<file path="config.mk">
export PLATFORM = sky130hd
export DESIGN_NAME = seq_det_prog
export DESIGN_NICKNAME = d
export VERILOG_FILES = /design/src/rtl/seq_det_prog.sv
export SDC_FILE = /design/constraint.sdc
export NUM_CORES = 1
export LEC_CHECK = 0
export ABC_AREA = 1
export BUFFER_PORTS_ARGS = -buffer_cell sky130_fd_sc_hd__buf_2
export CORE_UTILIZATION = 30
export CTS_BUF_LIST = sky130_fd_sc_hd__clkbuf_4
export DETAILED_ROUTE_END_ITERATION = 10
export GPL_TIMING_DRIVEN = 0
export RECOVER_POWER = 100
export SLEW_MARGIN = 20
export SYNTH_ARGS = -nofsm -noshare
export SYNTH_HDL_FRONTEND = slang
export SYNTH_SLANG_ARGS = --single-unit
</file>
<file path="constraint.sdc">
create_clock -name clk -period 2.8 [get_ports clk]
set_clock_uncertainty 0.2 [all_clocks]
set_input_delay 0.28 -clock clk [delete_from_list [all_inputs] [get_ports clk]]
set_output_delay 0.28 -clock clk [all_outputs]
set_load 0.03 [all_outputs]
</file>
<file path="src/rtl/seq_det_prog.sv">
// Programmable serial sequence detector: runtime-loaded 1..MAX_LEN bit pattern,
// overlapping or non-overlapping Mealy match, saturating match counter.
module seq_det_prog #(
    parameter int MAX_LEN = 8,
    parameter int LEN_W   = $clog2(MAX_LEN + 1),
    parameter int CNT_W   = 8
) (
    input  logic               clk,
    input  logic               rst,
    input  logic               cfg_load,
    input  logic [MAX_LEN-1:0] cfg_pattern,
    input  logic [LEN_W-1:0]   cfg_len,
    input  logic               cfg_overlap,
    output logic               cfg_err,
    output logic               armed,
    input  logic               in_valid,
    input  logic               in_bit,
    output logic               match,
    input  logic               clr_cnt,
    output logic [CNT_W-1:0]   match_cnt,
    output logic               cnt_sat
);

    // Handshake: in_bit is consumed only in a cycle where in_valid=1, the
    // detector is ARMED and cfg_load=0; there is no backpressure.

    typedef enum logic {
        UNCFG = 1'b0,
        ARMED = 1'b1
    } state_t;

    localparam logic [LEN_W-1:0] LEN_MAX = LEN_W'(MAX_LEN);
    localparam logic [CNT_W-1:0] CNT_MAX = '1;

    state_t             state;
    logic [MAX_LEN-1:0] pat_q;
    logic [MAX_LEN-1:0] hist_q;
    logic [LEN_W-1:0]   len_q;
    logic [LEN_W-1:0]   fill_q;
    logic               ovl_q;

    logic [MAX_LEN-1:0] mask;
    logic [MAX_LEN-1:0] cand;
    logic               len_ok;
    logic               fill_ok;

    always_comb begin
        len_ok  = (cfg_len != '0) && (cfg_len <= LEN_MAX);
        mask    = ~({MAX_LEN{1'b1}} << len_q);
        cand    = {hist_q[MAX_LEN-2:0], in_bit};
        // len_q >= 1 whenever ARMED, so the subtraction cannot wrap where it matters
        fill_ok = (fill_q >= (len_q - LEN_W'(1)));
        match   = (state == ARMED) && in_valid && !cfg_load && fill_ok
                  && ((cand & mask) == (pat_q & mask));
    end

    assign armed   = (state == ARMED);
    assign cnt_sat = (match_cnt == CNT_MAX);

    always_ff @(posedge clk) begin
        if (rst) begin
            state   <= UNCFG;
            pat_q   <= '0;
            len_q   <= '0;
            ovl_q   <= 1'b0;
            hist_q  <= '0;
            fill_q  <= '0;
            cfg_err <= 1'b0;
        end else begin
            cfg_err <= 1'b0;
            if (cfg_load) begin
                if (len_ok) begin
                    pat_q  <= cfg_pattern;
                    len_q  <= cfg_len;
                    ovl_q  <= cfg_overlap;
                    hist_q <= '0;
                    fill_q <= '0;
                    state  <= ARMED;
                end else begin
                    cfg_err <= 1'b1;
                end
            end else if ((state == ARMED) && in_valid) begin
                hist_q <= cand;
                // Non-overlapping: the next match must be built from fresh bits
                if (match && !ovl_q) begin
                    fill_q <= '0;
                end else if (fill_q != LEN_MAX) begin
                    fill_q <= fill_q + LEN_W'(1);
                end
            end
        end
    end

    always_ff @(posedge clk) begin
        if (rst || clr_cnt) begin
            match_cnt <= '0;
        end else if (match && (match_cnt != CNT_MAX)) begin
            match_cnt <= match_cnt + CNT_W'(1);
        end
    end

endmodule

</file>
==> Word-level counts from Yosys, hierarchy flattened <==
Index checks and enable logic that the tools add are counted.
{ "op_classes": {"add_sub_neg": 3, "order_cmp": 2, "n_eq_ne": 5, "n_shift": 1, "muxes": 9, "bitwise": 4, "reduce_logical": 17} }
{ "op_table": {"columns": ["op", "count"], "rows": [
  ["$mux 7", 3],
  ["$mux 4", 5],
  ["$and 8x8->8", 2],
  ["$add 8x1->8 const B", 1],
  ["$eq 8x8->1", 1],
  ["$eq 8x8->1 const B", 1],
  ["$ne 8x8->1 const B", 1],
  ["$not 8->8", 1],
  ["$shl 8x4->8 const A", 1],
  ["$logic_and 1x1->1", 7],
  ["$add 4x1->4 const B", 1],
  ["$ge 4x4->1", 1],
  ["$le 4x4->1 const B", 1],
  ["$ne 4x4->1 const B", 1],
  ["$reduce_and 2->1", 2],
  ["$reduce_bool 4->1", 1],
  ["$sub 4x1->4 const B", 1],
  ["$reduce_and 3->1", 1],
  ["$reduce_bool 3->1", 1],
  ["$logic_not 1->1", 2],
  ["$ne 2x1->1 const B", 1],
  ["$reduce_bool 2->1", 1],
  ["$reduce_or 2->1", 1],
  ["$logic_or 1x1->1", 1],
  ["2 further kinds", 2]
]} }
{ "word_totals": {"ff_bits": 34, "input_bits": 19, "output_inout_bits": 12, "elab_cells": 49} }

==> Depth between registers and ports, before layout <==
{ "logic_depth": {"ltp_word": 9, "depth_mapped": 16, "ltp_nobuf": 16} }

==> Worst setup path after synthesis <==
No wires, ideal clock.
{ "synth_path": {"path_type": "reg-to-reg", "start": "register len_q[1]", "end": "register match_cnt[6]", "setup_time_ns": 0.119, "arrival_time_ns": 2.040, "t_required_ns": 2.481, "path_slack_ns": 0.441, "stages_incl_launch_ff": 15, "path_buffers": 0, "synth_period_minus_slack_ns": 2.359, "cell_sequence": "dfxtp_1 inv_1 ha_1 ha_1 ha_1 nand2_1 inv_1 nand3_1 nand3_1 nand2_1 inv_1 nand2_4 clkinv_1 a21oi_1 nor3_1"} }
{ "synth_via": {"elab_chain_cells": 6, "elab_cells_between_ends": 10, "classes_between": "add/sub: 1; order compare: 1; eq/ne: 1; shift: 1; bitwise: 3; reduce/logical: 3"} }
{ "synth_rtl": {"columns": ["item", "line", "rtl"], "rows": [
  ["from (decl)", "38", "logic [LEN_W-1:0] len_q;"],
  ["from (signal assigned)", "74", "len_q <= cfg_len;"],
  ["parallel branches: the longest is 4 deep, another holds $sub 4x1->4", null, null],
  ["$logic_and 1x1->1 *", "54", "&& ((cand & mask) == (pat_q & mask));"],
  ["named net match", "18", "output logic match,"],
  ["$logic_and 1x1->1 *", "97", "end else if (match && (match_cnt != CNT_MAX)) begin"],
  ["to (signal assigned)", "98", "match_cnt <= match_cnt + CNT_W'(1);"],
  ["to (decl)", "20", "output logic [CNT_W-1:0] match_cnt,"]
]} }
Mark *: on every way through the listed nets, which the timed path passes.
A chain may end at the register's enable or synchronous reset.

==> Worst setup path after layout <==
{ "layout_path": {"start": "register len_q[0]", "end": "output match"} }
{ "layout_via": {"elab_chain_cells": 5, "elab_cells_between_ends": 9, "classes_between": "add/sub: 1; order compare: 1; eq/ne: 1; shift: 1; bitwise: 3; reduce/logical: 2"} }
{ "layout_rtl": {"columns": ["item", "line"], "rows": [
  ["parallel branches: the longest is 4 deep, another holds $sub 4x1->4", null],
  ["$logic_and 1x1->1 *", "54"],
  ["to (decl)", "18"]
]} }
Every way passes the cells marked *.

==> results_dict.tcl <==
set metrics [dict create \
    status "completed" \
    hold_class "input port to flip-flop" \
    path_max_fanout 4 \
    crit_family "adder cells" \
    fin_nets 333 \
    cp.arrival_ns 2.14 \
    fin_cells 379 \
    async_reset_ff_frac 0 \
    dr.pass1.iters 4 \
    clock_latency_ns 0.33 \
    seqCellArea_sq_um 684 \
    clock_path_buffers 2 \
    syn_area_per_cell_sq_um 7.12 \
    synth_area_sq_um 1870 \
    core_sq_um 5960 \
    drtAntennaViolNets 0 \
    dp_cells 367 \
    maxCapViolCount 0 \
    p_leak_nw 0.968 \
    gp_congestion 0.784 \
    synth-xor-area-share 0.0374 \
    maxSlewHeadroom 0.671 \
    grt_max_degree 11 \
    htreeDepth 2 \
    nFillCells 648 \
    combinationalPowerShare 0.165 \
    cts_tree "yes" \
    start_util 0.314 \
    start_kind "flip-flop" \
    synth.area.top_cells "dfxtp_1, nand2_1, inv_1" \
    die_y_microns 81.0 \
    dp_hpwl_mm 3.21 \
    synth_fp_nets 293 \
    io_pins 31 \
    grt_overflow 0 \
    grt.total_usage 0.147 \
    synth_top_area_cell "dfxtp_1" \
    synth-compound-area-share 0.139 \
    ys_warn_count 0 \
    whs_ns 0.0173 \
    crit_path_end_kind "output pin" \
    clock_power_share 0.280 \
    seq_area_frac_synth 0.363 \
    synth.most_common_cell "nand2_1" \
    timing.setup.tns_ns 0 \
    antenna_found_initial 0 \
    tightest_slew_ns 0.493 \
    slowest_stage "dfxtp_2" \
    synth_top_family_by_area "simple AND/OR/NAND/NOR gates" \
    synth_simple_gate_area_frac 0.282 \
    cts_root_buf "clkbuf_4" \
    crit_buf_inv 5 \
    worstPathCellList "inv_2 > ha_2 > ha_1 > ha_1 > nand2_1 > inv_1 > nand3_1 > nand3_1 > nand2_1 > inv_1 > nand2_4 > inv_2 > buf_6" \
    ys_seq_elements 34 \
    drt_wl_total_mm 4.28 \
    dpl-instance-area_sq_um 2110 \
    setup_ws_ns 0.179 \
    switchingPower_mw 0.280 \
    dieArea_sq_um 6560 \
    min_period_ns 2.62 \
    die_w_microns 81.0 \
    yosys_most_used_dff "dfxtp_1" \
    crit_required_ns 2.32 \
    grt_pass1_wl_mm 7.36 \
    clk_pin_slew_worst_paths_ns 0.11 \
    finalCritPeriodShare 0.936 \
    final_area_sq_um 2160 \
    peakVddDrop_uv 151 \
    vias_per_cell 4.58 \
    yosys.area.top_type_share 0.363 \
    placementRows 28 \
    switching_share 0.302 \
    grt_pass1_vias 1628 \
    internal-power_mw 0.649 \
    wl_per_cell_microns 11.3 \
    yosysUniqueCellTypes 32 \
    synth_top_cells_by_count "nand2_1, inv_1, dfxtp_1" \
    vias 1737 \
    drive_above_1_share 0.138 \
    syn_inst 263 \
    finalHoldViolCount 0 \
    cts_buffers 5 \
    setup_violations 0 \
    p_total_mw 0.929 \
    synthAdderAreaFrac 0.0735 \
    p_per_area_nw_per_um2 430 \
    drc_errors 0 \
    first_iter_violations 38 \
    antenna_cells 0 \
    synth_mux_area_frac 0 \
    final_util 0.363 \
    multi_input_area_sq_um 970 \
    power_frac_seq 0.556 \
    cts.sinks 34 \
    io_buffer_count 29 \
    dp_slack_ns 0.324 \
    area_growth_pct 15.3 \
    fmax_mhz 382 \
    drv_slew 0 \
    crit_type "flip-flop to output pin" \
    synth_edf_count 0 \
    crit_path_max_incr_delay_ns 0.35 \
]
cell families (layout without fill, tap and decap cells):
logic type	count (synthesis)	count (layout)
DFF	34	34
and+or+nand+nor	112	112
buffers and inverters	51	92
AOI/OAI and AO/OA	47	47
xor gates and xnor gates	8	8
adders and majority gates	11	11
layout make-up:
cell class              instances  share of cell area
multi-input cells             178               0.449
well taps                      75              0.0435
clock inverters                 3             0.00521
flip-flops and latches         34               0.317
clock buffers                   5              0.0174
repair buffers                 33              0.0788
plain buffers                   6              0.0104
inverters                      45              0.0788
flip-flops by register name, summed over array words and instances, names as in the netlist:
name and count:
match_cnt 8, pat_q 8, hist_q 7, fill_q 4, len_q 4, armed 1, cfg_err 1, ovl_q 1
tightest hold or removal path, stage by stage:
cell and delay (ns):
buf_2 0.07, o21ai_0 0.07, a21oi_1 0.10
worst paths after layout:
check,from,end,slack [ns],cells past startpoint
max reg2reg,len_q[0]$_SDFFE_PP0P_,match_cnt[1]$_SDFFE_PP0P_,0.27,15
min reg2reg,ovl_q$_SDFFE_PP0P_,ovl_q$_SDFFE_PP0P_,0.27,2
max,len_q[0]$_SDFFE_PP0P_,match,0.18,13
min,cfg_overlap,ovl_q$_SDFFE_PP0P_,0.02,3
routing by layer:
layer / share of wire / GRT usage / vias up
li1: - / - / 917
met1: 0.53 / 0.200 / 787
met2: 0.43 / 0.224 / 27
met3: 0.030 / 0.0337 / 6
met4: 0.014 / 0.0536 / 0
met5: 0 / 0 / -
power by group through the flow:
stage	Clock, mW	Combinational [mW]	Sequential [mW]
2_1_floorplan	0	0.102	0.527
3_3_place_gp	0	0.149	0.526
3_5_place_dp	0	0.151	0.526
4_1_cts	0.272	0.156	0.516
5_1_grt	0.289	0.178	0.519
6_report	0.260	0.153	0.516
layout by cell type (no fill, tap or decap), types with 2 or more instances in the layout:
master,n
dfxtp_1,31
clkbuf_1,19
o21ai_0,10
o22ai_1,5
buf_2,15
nand3_1,20
inv_1,38
inv_2,6
dlygate4sd3_1,2
nand4_1,2
clkbuf_4,5
ha_1,10
nor2_1,21
nand2_1,58
xor2_1,7
dfxtp_2,3
o21ai_1,2
clkinv_1,3
a21oi_1,25
buf_4,2
a211oi_1,2
nor2_2,3
timing repair:
| action | CTS | global route |
|---|---|---|
| hold buffers | 2 | 0 |
| endpoints found under the setup margin | 1 | 1 |
| gates resized for setup | 3 | 8 |
| hold endpoints to repair | 2 | 0 |
| pin swaps | 1 | 1 |
| cloned | 0 | 0 |
| buffers inserted | 1 | 1 |
Note: power is estimated with default switching activity, not from simulation.
